**src/rtl/muldiv_ctrl_pkg.sv**
```systemverilog
// Shared definitions for the iterative multiply/divide sequencer:
// operation codes, FSM state encoding, the latched-operation record
// and small decode helpers.
package muldiv_ctrl_pkg;

  localparam int MD_OPT_WIDTH = 3;
  localparam int MD_DATA_W    = 32;

  typedef logic [MD_OPT_WIDTH-1:0] md_opt_t;

  // Operation codes; 3'd6 and 3'd7 are undefined and raise illegal_opt.
  localparam md_opt_t MD_OPT_MULT  = 3'd0;
  localparam md_opt_t MD_OPT_MULTU = 3'd1;
  localparam md_opt_t MD_OPT_DIV   = 3'd2;
  localparam md_opt_t MD_OPT_DIVU  = 3'd3;
  localparam md_opt_t MD_OPT_MTHI  = 3'd4;
  localparam md_opt_t MD_OPT_MTLO  = 3'd5;

  typedef enum logic [1:0] {
    ST_IDLE  = 2'd0,
    ST_CALC  = 2'd1,
    ST_FIXUP = 2'd2
  } md_state_e;

  // Everything about the running operation that FIXUP needs besides
  // the accumulator itself.
  typedef struct packed {
    logic is_div;     // divide (else multiply)
    logic is_signed;  // MULT / DIV
    logic neg_res;    // negate product / quotient
    logic neg_rem;    // negate remainder (dividend was negative)
    logic div_zero;   // divisor was zero
  } md_op_t;

  // True for the four opts that run the 32-step loop.
  function automatic logic is_arith_opt(input md_opt_t opt);
    return (opt == MD_OPT_MULT) || (opt == MD_OPT_MULTU) ||
           (opt == MD_OPT_DIV)  || (opt == MD_OPT_DIVU);
  endfunction

  // Magnitude of a 32-bit operand when treated as signed; 0x80000000
  // maps to itself, which is the correct unsigned magnitude.
  function automatic logic [MD_DATA_W-1:0] abs_if(input logic [MD_DATA_W-1:0] v,
                                                  input logic is_signed);
    return (is_signed && v[MD_DATA_W-1]) ? (~v + 1'b1) : v;
  endfunction

endpackage

```
**src/rtl/muldiv_ctrl_if.sv**
```systemverilog
// Request/response bundle between the execute stage (master) and the
// multiply/divide sequencer (slave).
interface muldiv_ctrl_if;
  import muldiv_ctrl_pkg::*;

  logic                 start;
  md_opt_t              opt;
  logic [MD_DATA_W-1:0] opr1;
  logic [MD_DATA_W-1:0] opr2;
  logic                 flush;
  logic                 busy;
  logic                 done;
  logic [MD_DATA_W-1:0] hi;
  logic [MD_DATA_W-1:0] lo;
  logic                 illegal_opt;

  modport master (
    output start, opt, opr1, opr2, flush,
    input  busy, done, hi, lo, illegal_opt
  );

  modport slave (
    input  start, opt, opr1, opr2, flush,
    output busy, done, hi, lo, illegal_opt
  );
endinterface

```
**src/rtl/muldiv_ctrl_step.sv**
```systemverilog
// One iteration of the unsigned shift-add multiplier or restoring
// divider, operating on a 64-bit accumulator.
//   multiply: acc = {partial_product_hi, remaining_multiplier}
//   divide:   acc = {partial_remainder, remaining_dividend/quotient}
module muldiv_ctrl_step
  import muldiv_ctrl_pkg::*;
(
  input  logic                   is_div,
  input  logic [2*MD_DATA_W-1:0] acc_in,
  input  logic [MD_DATA_W-1:0]   operand,   // multiplicand or divisor
  output logic [2*MD_DATA_W-1:0] acc_out
);

  logic [MD_DATA_W:0]   sum;
  logic [MD_DATA_W:0]   trial;
  logic [MD_DATA_W-1:0] diff;
  logic                 q_bit;

  // Single combinational step, selected by is_div.
  // NOTE: every output of an always_comb gets a default before any
  // branch so no path leaves it unassigned (that would infer a latch).
  always_comb begin
    acc_out = '0;
    // Multiply: add multiplicand into the upper half when the current
    // multiplier bit is set, then shift right keeping the carry.
    sum   = {1'b0, acc_in[2*MD_DATA_W-1:MD_DATA_W]} + {1'b0, operand};
    // Divide: partial remainder shifted left with the next dividend bit.
    trial = acc_in[2*MD_DATA_W-1:MD_DATA_W-1];
    q_bit = (trial >= {1'b0, operand});
    // Only used when trial >= operand, so the result fits in 32 bits.
    diff  = trial[MD_DATA_W-1:0] - operand;
    if (is_div) begin
      if (q_bit) acc_out = {diff, acc_in[MD_DATA_W-2:0], 1'b1};
      else       acc_out = {trial[MD_DATA_W-1:0], acc_in[MD_DATA_W-2:0], 1'b0};
    end else begin
      if (acc_in[0]) acc_out = {sum, acc_in[MD_DATA_W-1:1]};
      else           acc_out = {1'b0, acc_in[2*MD_DATA_W-1:1]};
    end
  end

endmodule

```
**src/rtl/muldiv_ctrl.sv**
```systemverilog
// Iterative multiply/divide sequencer owning the HI/LO registers.
// IDLE accepts one op per start pulse; MULT*/DIV* run ITER iterations
// in CALC, then FIXUP applies signs and writes HI/LO. MTHI/MTLO write
// directly from IDLE in one cycle.
module muldiv_ctrl
  import muldiv_ctrl_pkg::*;
#(
  parameter int ITER = 32
) (
  input logic          clk,
  input logic          rst_n,
  muldiv_ctrl_if.slave bus
);

  localparam int CNT_W = $clog2(ITER);
  typedef logic [CNT_W-1:0] cnt_t;
  localparam cnt_t CNT_LAST = cnt_t'(ITER - 1);

  md_state_e state_q, state_d;
  cnt_t      cnt_q;

  logic [2*MD_DATA_W-1:0] acc_q, acc_step, prod;
  logic [MD_DATA_W-1:0]   opnd_q;   // multiplicand or divisor magnitude
  logic [MD_DATA_W-1:0]   raw1_q;   // opr1 as given, for divide-by-zero HI
  logic [MD_DATA_W-1:0]   hi_q, lo_q, res_hi, res_lo, mag1, mag2;
  logic [MD_DATA_W-1:0]   quo, rem;
  md_op_t                 op_q, op_in;
  logic                   done_q, illegal_q;

  logic accept, load_op, wr_hi, wr_lo, bad_opt, step_en, commit, last_iter;
  logic busy_c;

  // Decode the requested opt into the latched-operation record.
  always_comb begin
    op_in           = '0;
    op_in.is_div    = (bus.opt == MD_OPT_DIV)  || (bus.opt == MD_OPT_DIVU);
    op_in.is_signed = (bus.opt == MD_OPT_MULT) || (bus.opt == MD_OPT_DIV);
    op_in.neg_res   = op_in.is_signed && (bus.opr1[MD_DATA_W-1] ^ bus.opr2[MD_DATA_W-1]);
    op_in.neg_rem   = op_in.is_signed && bus.opr1[MD_DATA_W-1];
    op_in.div_zero  = op_in.is_div && (bus.opr2 == '0);
    mag1            = abs_if(bus.opr1, op_in.is_signed);
    mag2            = abs_if(bus.opr2, op_in.is_signed);
  end

  // State register.
  // NOTE: sequential state is assigned with <= so every flop samples
  // the pre-edge values of its sources, independent of block order.
  always_ff @(posedge clk or negedge rst_n) begin
    if (!rst_n) state_q <= ST_IDLE;
    else        state_q <= state_d;
  end

  // Next-state logic; flush aborts CALC/FIXUP without a result.
  always_comb begin
    state_d = state_q;
    unique case (state_q)
      ST_IDLE:  if (load_op) state_d = ST_CALC;
      ST_CALC: begin
        if (bus.flush)      state_d = ST_IDLE;
        else if (last_iter) state_d = ST_FIXUP;
      end
      ST_FIXUP: state_d = ST_IDLE;
      default:  state_d = ST_IDLE;
    endcase
  end

  // Output/strobe decode from state and the sampled request.
  always_comb begin
    busy_c    = (state_q != ST_IDLE);
    // A start is honoured only in IDLE and only when not flushed.
    accept    = (state_q == ST_IDLE) && bus.start && !bus.flush;
    load_op   = accept && is_arith_opt(bus.opt);
    wr_hi     = accept && (bus.opt == MD_OPT_MTHI);
    wr_lo     = accept && (bus.opt == MD_OPT_MTLO);
    bad_opt   = accept && !is_arith_opt(bus.opt) && !wr_hi && !wr_lo;
    step_en   = (state_q == ST_CALC) && !bus.flush;
    commit    = (state_q == ST_FIXUP) && !bus.flush;
    last_iter = (cnt_q == CNT_LAST);
  end

  muldiv_ctrl_step u_step (
    .is_div  (op_q.is_div),
    .acc_in  (acc_q),
    .operand (opnd_q),
    .acc_out (acc_step)
  );

  // Operand latch, iteration counter and accumulator.
  always_ff @(posedge clk or negedge rst_n) begin
    if (!rst_n) begin
      op_q   <= '0;
      raw1_q <= '0;
      opnd_q <= '0;
      acc_q  <= '0;
      cnt_q  <= '0;
    end else if (load_op) begin
      op_q   <= op_in;
      raw1_q <= bus.opr1;
      cnt_q  <= '0;
      if (op_in.is_div) begin
        acc_q  <= {{MD_DATA_W{1'b0}}, mag1};
        opnd_q <= mag2;
      end else begin
        acc_q  <= {{MD_DATA_W{1'b0}}, mag2};
        opnd_q <= mag1;
      end
    end else if (step_en) begin
      acc_q <= acc_step;
      cnt_q <= cnt_q + 1'b1;
    end
  end

  // Sign fix-up of the unsigned loop result.
  always_comb begin
    prod   = op_q.neg_res ? (~acc_q + 1'b1) : acc_q;
    quo    = acc_q[MD_DATA_W-1:0];
    rem    = acc_q[2*MD_DATA_W-1:MD_DATA_W];
    res_hi = prod[2*MD_DATA_W-1:MD_DATA_W];
    res_lo = prod[MD_DATA_W-1:0];
    if (op_q.is_div) begin
      if (op_q.div_zero) begin
        res_lo = '1;
        res_hi = raw1_q;
      end else begin
        res_lo = op_q.neg_res ? (~quo + 1'b1) : quo;
        res_hi = op_q.neg_rem ? (~rem + 1'b1) : rem;
      end
    end
  end

  // Architectural HI/LO: loop result at FIXUP, else MTHI/MTLO from IDLE.
  always_ff @(posedge clk or negedge rst_n) begin
    if (!rst_n) begin
      hi_q <= '0;
      lo_q <= '0;
    end else if (commit) begin
      hi_q <= res_hi;
      lo_q <= res_lo;
    end else begin
      if (wr_hi) hi_q <= bus.opr1;
      if (wr_lo) lo_q <= bus.opr1;
    end
  end

  // Registered single-cycle status pulses.
  always_ff @(posedge clk or negedge rst_n) begin
    if (!rst_n) begin
      done_q    <= 1'b0;
      illegal_q <= 1'b0;
    end else begin
      done_q    <= commit;
      illegal_q <= bad_opt;
    end
  end

  assign bus.busy        = busy_c;
  assign bus.done        = done_q;
  assign bus.hi          = hi_q;
  assign bus.lo          = lo_q;
  assign bus.illegal_opt = illegal_q;

endmodule

```
**src/flat_wrapper.sv**
```systemverilog
// flat-port wrapper written by rule: the top's interface ports become plain ports
module muldiv_ctrl_flat import muldiv_ctrl_pkg::*;
#(
  parameter int ITER = 32
)
  (clk, rst_n, bus_start, bus_opt, bus_opr1, bus_opr2, bus_flush, bus_busy, bus_done, bus_hi, bus_lo, bus_illegal_opt);
  muldiv_ctrl_if bus_i ();
  input logic clk;
  input logic rst_n;
  input wire logic [$bits(bus_i.start)-1:0] bus_start;
  input wire logic [$bits(bus_i.opt)-1:0] bus_opt;
  input wire logic [$bits(bus_i.opr1)-1:0] bus_opr1;
  input wire logic [$bits(bus_i.opr2)-1:0] bus_opr2;
  input wire logic [$bits(bus_i.flush)-1:0] bus_flush;
  output wire logic [$bits(bus_i.busy)-1:0] bus_busy;
  output wire logic [$bits(bus_i.done)-1:0] bus_done;
  output wire logic [$bits(bus_i.hi)-1:0] bus_hi;
  output wire logic [$bits(bus_i.lo)-1:0] bus_lo;
  output wire logic [$bits(bus_i.illegal_opt)-1:0] bus_illegal_opt;
  assign bus_i.start = bus_start;
  assign bus_i.opt = bus_opt;
  assign bus_i.opr1 = bus_opr1;
  assign bus_i.opr2 = bus_opr2;
  assign bus_i.flush = bus_flush;
  assign bus_busy = bus_i.busy;
  assign bus_done = bus_i.done;
  assign bus_hi = bus_i.hi;
  assign bus_lo = bus_i.lo;
  assign bus_illegal_opt = bus_i.illegal_opt;
  muldiv_ctrl #(.ITER(ITER)) u_core (.clk(clk), .rst_n(rst_n), .bus(bus_i));
endmodule
```
**config.mk**
```make
export PLATFORM = sky130hd
export DESIGN_NAME = muldiv_ctrl_flat
export DESIGN_NICKNAME = d
export VERILOG_FILES = /design/src/rtl/muldiv_ctrl_pkg.sv /design/src/rtl/muldiv_ctrl_if.sv /design/src/rtl/muldiv_ctrl_step.sv /design/src/rtl/muldiv_ctrl.sv /design/src/flat_wrapper.sv
export SDC_FILE = /design/constraint.sdc
export NUM_CORES = 1
export LEC_CHECK = 0
export ABC_AREA = 1
export CAP_MARGIN = 20
export CORE_UTILIZATION = 25
export CTS_BUF_LIST = sky130_fd_sc_hd__clkbuf_8
export CTS_CLUSTER_DIAMETER = 30
export DETAILED_ROUTE_END_ITERATION = 10
export PLACE_DENSITY = 0.39
export SLEW_MARGIN = 20
export SYNTH_ARGS = -nofsm -noshare
export SYNTH_HDL_FRONTEND = slang
export SYNTH_SLANG_ARGS = --single-unit
```
**constraint.sdc**
```tcl
create_clock -name clk -period 3.3 [get_ports clk]
set_input_delay 0.33 -clock clk [delete_from_list [all_inputs] [get_ports clk]]
set_output_delay 0.33 -clock clk [all_outputs]
set_load 0.01 [all_outputs]
```
-- After elaboration in Yosys (flattened, before gate mapping)
Index checks and enable logic that the tools add are counted.
- bits in registers: 205
- input port bits: 71
- output and inout bits: 67
- word-level logic and storage cells: 95
- $add $sub $neg: 8
- $lt $le $gt $ge: 1
- equal/unequal tests: 10
- multiplexer cells: 26
- bitwise logic cells: 6
- reductions and logical operators: 31
- operators by type and width (kind ; number):
    $mux 32 ; 14
    $mux 64 ; 6
    $add 32x1->32 const B ; 4
    $not 32->32 ; 4
    $add 64x1->64 const B ; 1
    $not 64->64 ; 1
    $add 32x32->33 ; 1
    $ge 33x32->1 ; 1
    $logic_not 32->1 ; 1
    $sub 32x32->32 ; 1
    $logic_and 1x1->1 ; 14
    $mux 5 ; 2
    $reduce_bool 2->1 ; 4
    $eq 3x2->1 const B ; 2
    $eq 3x3->1 const B ; 2
    $mux 2 ; 3
    $add 5x1->5 const B ; 1
    $eq 5x5->1 const B ; 1
    $logic_or 1x1->1 ; 5
    $logic_not 1->1 ; 4
    $pmux 2 s2 ; 1
    $eq 3x1->1 const B ; 1
    $logic_not 3->1 ; 1
    $ne 3x2->1 const B ; 1
    6 further kinds ; 6

-- Longest topological paths before layout
- word-level depth: 8
- gate-level depth with buffers: 18
- gate-level depth less buffers: 18

-- Hierarchy
A second synthesis with hierarchy kept.
- cells, all modules: 3595
- area, all modules: 20789.9 µm²
- by module, submodules not included (module ; instances ; cells each ; area each (µm²) ; seq. area each (µm²)):
    muldiv_ctrl ; 1 ; 2225 ; 14395.1 ; 5129.9
    muldiv_ctrl_step ; 1 ; 1370 ; 6394.9 ; 0.0

-- Worst setup path after synthesis
No wires, ideal clock.
- kind: reg2reg
- start point: register u_core.acc_q[0]
- end point: register u_core.lo_q[30] (netlist: u_core.bus.lo[30])
- library setup time: 0.138 ns
- arrival: 2.431 ns
- data required time: 3.162 ns
- slack: 0.731 ns
- stages on the path, launching flop included: 17
- buffers on the path: 3
- period minus slack after synthesis: 2.569 ns
- cells stage by stage: dfrtp_1 > clkbuf_1 > inv_1 > clkbuf_1 > clkbuf_1 > ha_1 > nand3_2 > nor2_1 > nand2_1 > inv_1 > nand3_1 > nand2_2 > nand2_1 > nand2_1 > nand2_1 > o21ai_0 > o211ai_1
- cells in the longest elaborated chain, start to end: 6
- elaborated cells on any way between the ends: 9
- classes of those cells: add/sub: 2; mux: 5; bitwise: 2
- RTL lines (item ; RTL line ; source):
    start: declaration ; muldiv_ctrl.sv:22 ; logic [2*MD_DATA_W-1:0] acc_q, acc_step, prod;
    start signal: assignment ; muldiv_ctrl.sv:101 ; acc_q <= {{MD_DATA_W{1'b0}}, mag1};
    start signal: assignment ; muldiv_ctrl.sv:104 ; acc_q <= {{MD_DATA_W{1'b0}}, mag2};
    start signal: assignment ; muldiv_ctrl.sv:108 ; acc_q <= acc_step;
    $not 32->32 ; muldiv_ctrl.sv:125 ; res_lo = op_q.neg_res ? (~quo + 1'b1) : quo;
    $add 32x1->32 ; muldiv_ctrl.sv:125 ;
    $mux 32 ; muldiv_ctrl.sv:125 ;
    $mux 32 ; muldiv_ctrl.sv:121 ; if (op_q.div_zero) begin
    $mux 32 (*) ; muldiv_ctrl.sv:120 ; if (op_q.is_div) begin
    $mux 32 (*) ; muldiv_ctrl.sv:136 ; end else if (commit) begin
    end signal: assignment ; muldiv_ctrl.sv:138 ; lo_q <= res_lo;
    end signal: assignment ; muldiv_ctrl.sv:141 ; if (wr_lo) lo_q <= bus.opr1;
    end: declaration ; muldiv_ctrl.sv:25 ; logic [MD_DATA_W-1:0] hi_q, lo_q, res_hi, res_lo, mag1, mag2;
Every way passes the cells marked *; elsewhere a longest branch is shown, timed or not.
A chain may end at the register's enable or synchronous reset.

-- Worst setup path in the final report
- start point: register u_core.acc_q[32]
- end point: register u_core.acc_q[55]
- cells in the longest elaborated chain, start to end: 5
- elaborated cells on any way between the ends: 8
- classes of those cells: add/sub: 2; order compare: 1; mux: 5
- RTL lines (item ; RTL line ; source):
    $add 32x32->33, or another cell as far along ; muldiv_ctrl_step.sv:26 ; sum = {1'b0, acc_in[2*MD_DATA_W-1:MD_DATA_W]} + {1'b0, operand};
    $mux 64, on equally long branches ; muldiv_ctrl_step.sv:36, muldiv_ctrl_step.sv:33 ;
    $mux 64 (*) ; muldiv_ctrl_step.sv:32 ; if (is_div) begin
    $mux 64 (*) ; muldiv_ctrl.sv:107 ; end else if (step_en) begin
    $mux 64 (*) ; muldiv_ctrl.sv:96 ; end else if (load_op) begin
Every way passes the cells marked *; elsewhere a longest branch is shown, timed or not. The select of a mux whose other input is x is not followed.

==> results by group <==
Final layout
  – Layout filler cell count: 9,503
  – Most common cell after layout, fill and taps aside: nand2_1
  – Storage cell area: 5130 µm²
  – Total number of nets in the final design: 3,954
  – Top library cells by usage in the layout, fill and taps aside: nand2_1 (1,312), inv_1 (496), nor2_1 (356), nand3_1 (294), o21ai_0 (266)
  – Layout Area Growth over Synthesis: 22.8%
  – Final cell count without fillers: 4,940
  – Share of final-layout standard cells stronger than drive strength 1: 7.45%
  – Area occupied by multi-input gates: 13,200 µm²

Power
  – Total power density per cell area: 879 nW/µm²
  – Cell internal power dissipation: 10.2 mW
  – VDD IR max: 0.387 mV
  – Clock share of power: 19.9%
  – Switching Fraction: 54.3%
  – Power share of the sequential group: 17.9%
  – Share of power burned in combinational logic: 62.2%
  – Static Leakage: 13.0 nW
  – Switching power of the nets: 12.1 mW

Synth
  – Post-Synth Adder-Cell Area: 4.42%
  – Net Count, Synth: 3,758
  – Post-Synth Simple-Gate Area: 41.2%
  – Synthesized-area fraction occupied by ao, oa, aoi and oai cells: 14.5%
  – Sequential cell area fraction in the yosys report: 24.8%
  – Synthesized area divided by synthesized cell count: 5.73 µm²
  – Area contributors post-synth: dfrtp_1 (25%), nand2_1 (24%), inv_1 (8.8%), nand3_1 (7.1%), nor2_1 (6.5%)
  – Top cell type's share of synthesized area: 24.8%
  – Synthesized netlist cell count: 3,615
  – Library cell occupying the most area in the post-synthesis netlist: dfrtp_1
  – FF+latch count, synth: 205
  – Area of the mapped netlist: 20,700 µm²
  – Number of flops mapped to enable cells by yosys: 0
  – Number of warnings reported in the yosys synthesis log: 0
  – Fraction of synthesis flops using an asynchronous set or reset pin: 100%
  – Count of different cell masters after synthesis: 48
  – Main combinational cell family by area after synthesis: simple AND/OR/NAND/NOR gates
  – Synth Flop Type: dfrtp_1
  – Fraction of synthesized area in multiplexers: 0%
  – Area share of xor/xnor cells in the synthesized design: 3.26%

Drt
  – Count of TritonRoute iterations in the first routing pass: 5
  – Number of DRC markers in iteration 0: 2,393
  – Wire length reported by the detailed router: 117 mm
  – Number of nets still failing antenna checks after routing: 0
  – Wire length per cell after detailed routing: 23.8 µm
  – Number of vias in the routed layout: 24,602
  – Routed vias/inst: 4.98
  – Drt drc: 0

Setup path
  – Crit. Startpoint: u_core.acc_q[32]$_DFFE_PN0P_
  – Required time worst endpoint: 3.91 ns
  – Family with the most delay on the worst path: simple AND/OR/NAND/NOR gates
  – Worst reg2reg startpoint: u_core.acc_q[32]$_DFFE_PN0P_
  – Delay of the slowest cell on the worst path: 0.52 ns
  – Critical path startpoint category: flop
  – WP buf/inv: 2
  – CP Max Fanout: 5
  – Nature of the critical path endpoint: flop
  – FF-to-FF End: u_core.acc_q[55]$_DFFE_PN0P_
  – Crit path cell chain: ha_1, inv_1, fa_1, inv_1, nand3_1, nand3_1, nand2_1, nand2_1, nand3_1, nand4_1, nand3_1, a21oi_1, nand2_1, nand2_1
  – Setup crit end: u_core.acc_q[55]$_DFFE_PN0P_
  – Length in cells of the worst reg-to-reg path: 14
  – Data arrival at the endpoint of the critical path: 3.60 ns
  – Kind of critical path: reg2reg
  – Setup slack of the worst register-to-register path: 0.32 ns
  – Cell depth of the worst setup path: 14
  – CP max-delay cell: dfrtp_1

Timing
  – Final period utilization: 90.4%
  – Min cycle time layout: 2.98 ns
  – Finish-stage setup viols: 0
  – FMAX: 335 MHz
  – Final-report hold violation count: 0
  – Slew at the pin closest to its max-slew limit: 1.05 ns
  – Smallest setup slack after layout: 0.315 ns
  – Setup skew after layout: 0.0429 ns
  – Fin. max-slew vios: 0
  – RSZ-0062 raised after global routing: no
  – Setup TNS: 0 ns
  – Relative max-transition margin: 30.2%

Place
  – Count of input and output buffers: 137
  – HPWL after DPL: 95.8 mm
  – Instance count after placement with tap cells included: 4,800
  – Routability congestion estimate from global placement: 1.01
  – Worst slack at placement: 0.0519 ns

Clocking
  – Buffer count from post-CTS setup fixing: 0
  – Master cell of the clock root buffer: clkbuf_8
  – Clock Latency Late Sink: 0.68 ns
  – Num CTS Buffers: 78
  – CTS Buffer Depth: 3
  – TritonCTS sink count: 205
  – Clock-pin transition on the worst setup and hold timing paths: 0.05 ns
  – H-tree depth reported by CTS: 3
  – Cts repair resizes: 0
  – CTS tree: built

Outcome
  – Outcome: complete, no violations

Floorplan
  – Core outline area: 82,000 µm²
  – Height of the die: 290 µm
  – Initial core utilization: 25.3%
  – Total die area: 84,000 µm²
  – Number of placed I/O pins: 138
  – Std cell rows: 105
  – Overall die width: 290 µm

Hold path
  – Tightest Hold Check Type: in2async

Flow run
  – Max cap viols: 0

GRT
  – Overall overflow remaining after global route: 0
  – Overall global routing resource usage: 27.5%
  – Initial antenna violation count: 5
  – Number of global-route vias before repair: 23,861
  – Largest net degree at the start of global routing: 95
  – First-pass GRT wire length: 168 mm
repair_timing:
item | in CTS | in global routing
hold buffers | 1 | 0
endpoints found under the hold margin | 87 | 0
endpoints found under the setup margin | 0 | 0
state kept, by name, summed over array words and instances, names as in the netlist:
signal / flops
u_core.cnt_q: 5
u_core.bus.hi: 32
u_core.bus.illegal_opt: 1
u_core.bus.done: 1
u_core.op_q: 4
u_core.bus.lo: 32
u_core.raw1_q: 32
u_core.opnd_q: 32
u_core.state_q: 2
u_core.acc_q: 64
cell type report:
class / count / area share (%)
multi-input combinational: 2778 / 51.8
sequential: 205 / 20.2
timing repair buffer: 257 / 9.26
inverter: 491 / 7.25
clock buffer: 102 / 5.52
tap: 1070 / 5.26
clock inverter: 35 / 0.713
antenna: 2 / 0.0197
power groups by stage:
stage          registers, mW  clock network [mW]  logic, mW
2_1_floorplan           3.78                   0       8.17
3_3_place_gp            4.01                   0       13.8
3_5_place_dp            4.00                   0       13.7
4_1_cts                 3.97                4.55       13.8
5_1_grt                 4.04                4.70       15.2
6_report                3.99                4.46       13.9
routing by layer:
layer,track usage (%),part of all wire [%]
met1,36.9,45
met5,0,0.013
met3,5.30,6.8
met4,8.46,3.2
met2,44.2,45
stage by stage:
step | util, % | power [mW] | hold WS, ns | instance area, µm²
detailed placement | 29.1 | 17.7 | 0.443 | 23800
global placement | 29.1 | 17.8 | 0.446 | 23800
CTS | 31.0 | 22.3 | 0.302 | 25400
global route | 31.0 | 23.9 | 0.370 | 25400
finish | 31.0 | 22.4 | 0.339 | 25400
floorplan | - | 12.0 | 0.0344 | 20700
cell families (layout without fill, tap and decap cells):
logic type / Yosys count / count (layout)
XOR/XNOR: 77 / 77
buffers and inverters: 632 / 885
other: 0 / 2
AND/OR/NAND/NOR: 2090 / 2090
AO/OA/AOI/OAI: 539 / 539
adder cells (fa/ha/maj): 72 / 72
flip-flops: 205 / 205
worst min path at each step:
stage | startpoint | endpoint | slack (ns) | cells past startpoint
CTS | bus_opr2[0] | u_core.opnd_q[0]$_DFFE_PN0P_ | 0.30 | 3
floorplan | rst_n | u_core.acc_q[0]$_DFFE_PN0P_ | 0.03 | 0
global placement | rst_n | u_core.bus.hi[30]$_DFFE_PN0P_ | 0.45 | 1
global route | bus_opr2[0] | u_core.opnd_q[0]$_DFFE_PN0P_ | 0.37 | 3
detailed placement | rst_n | u_core.bus.hi[30]$_DFFE_PN0P_ | 0.44 | 1
finish | rst_n | u_core.bus.hi[30]$_DFFE_PN0P_ | 0.34 | 2
cells in the mapped netlist (5+ instances only):
library cell / n
buf_2: 22
a31oi_1: 5
o221ai_1: 10
o211ai_1: 69
nor3_1: 35
nand3b_1: 13
buf_4: 8
o21ai_0: 266
clkbuf_1: 94
ha_1: 70
nor2_1: 360
o21ai_1: 13
nand3_1: 294
o22ai_1: 5
o21a_1: 5
nand4_1: 38
nand2_2: 9
nand2_1: 1313
and2_1: 6
dfrtp_1: 205
o21bai_1: 10
xnor2_1: 10
xor2_1: 67
inv_1: 484
buf_1: 15
inv_2: 6
a21oi_1: 140
(Power assumes the default switching activity.)
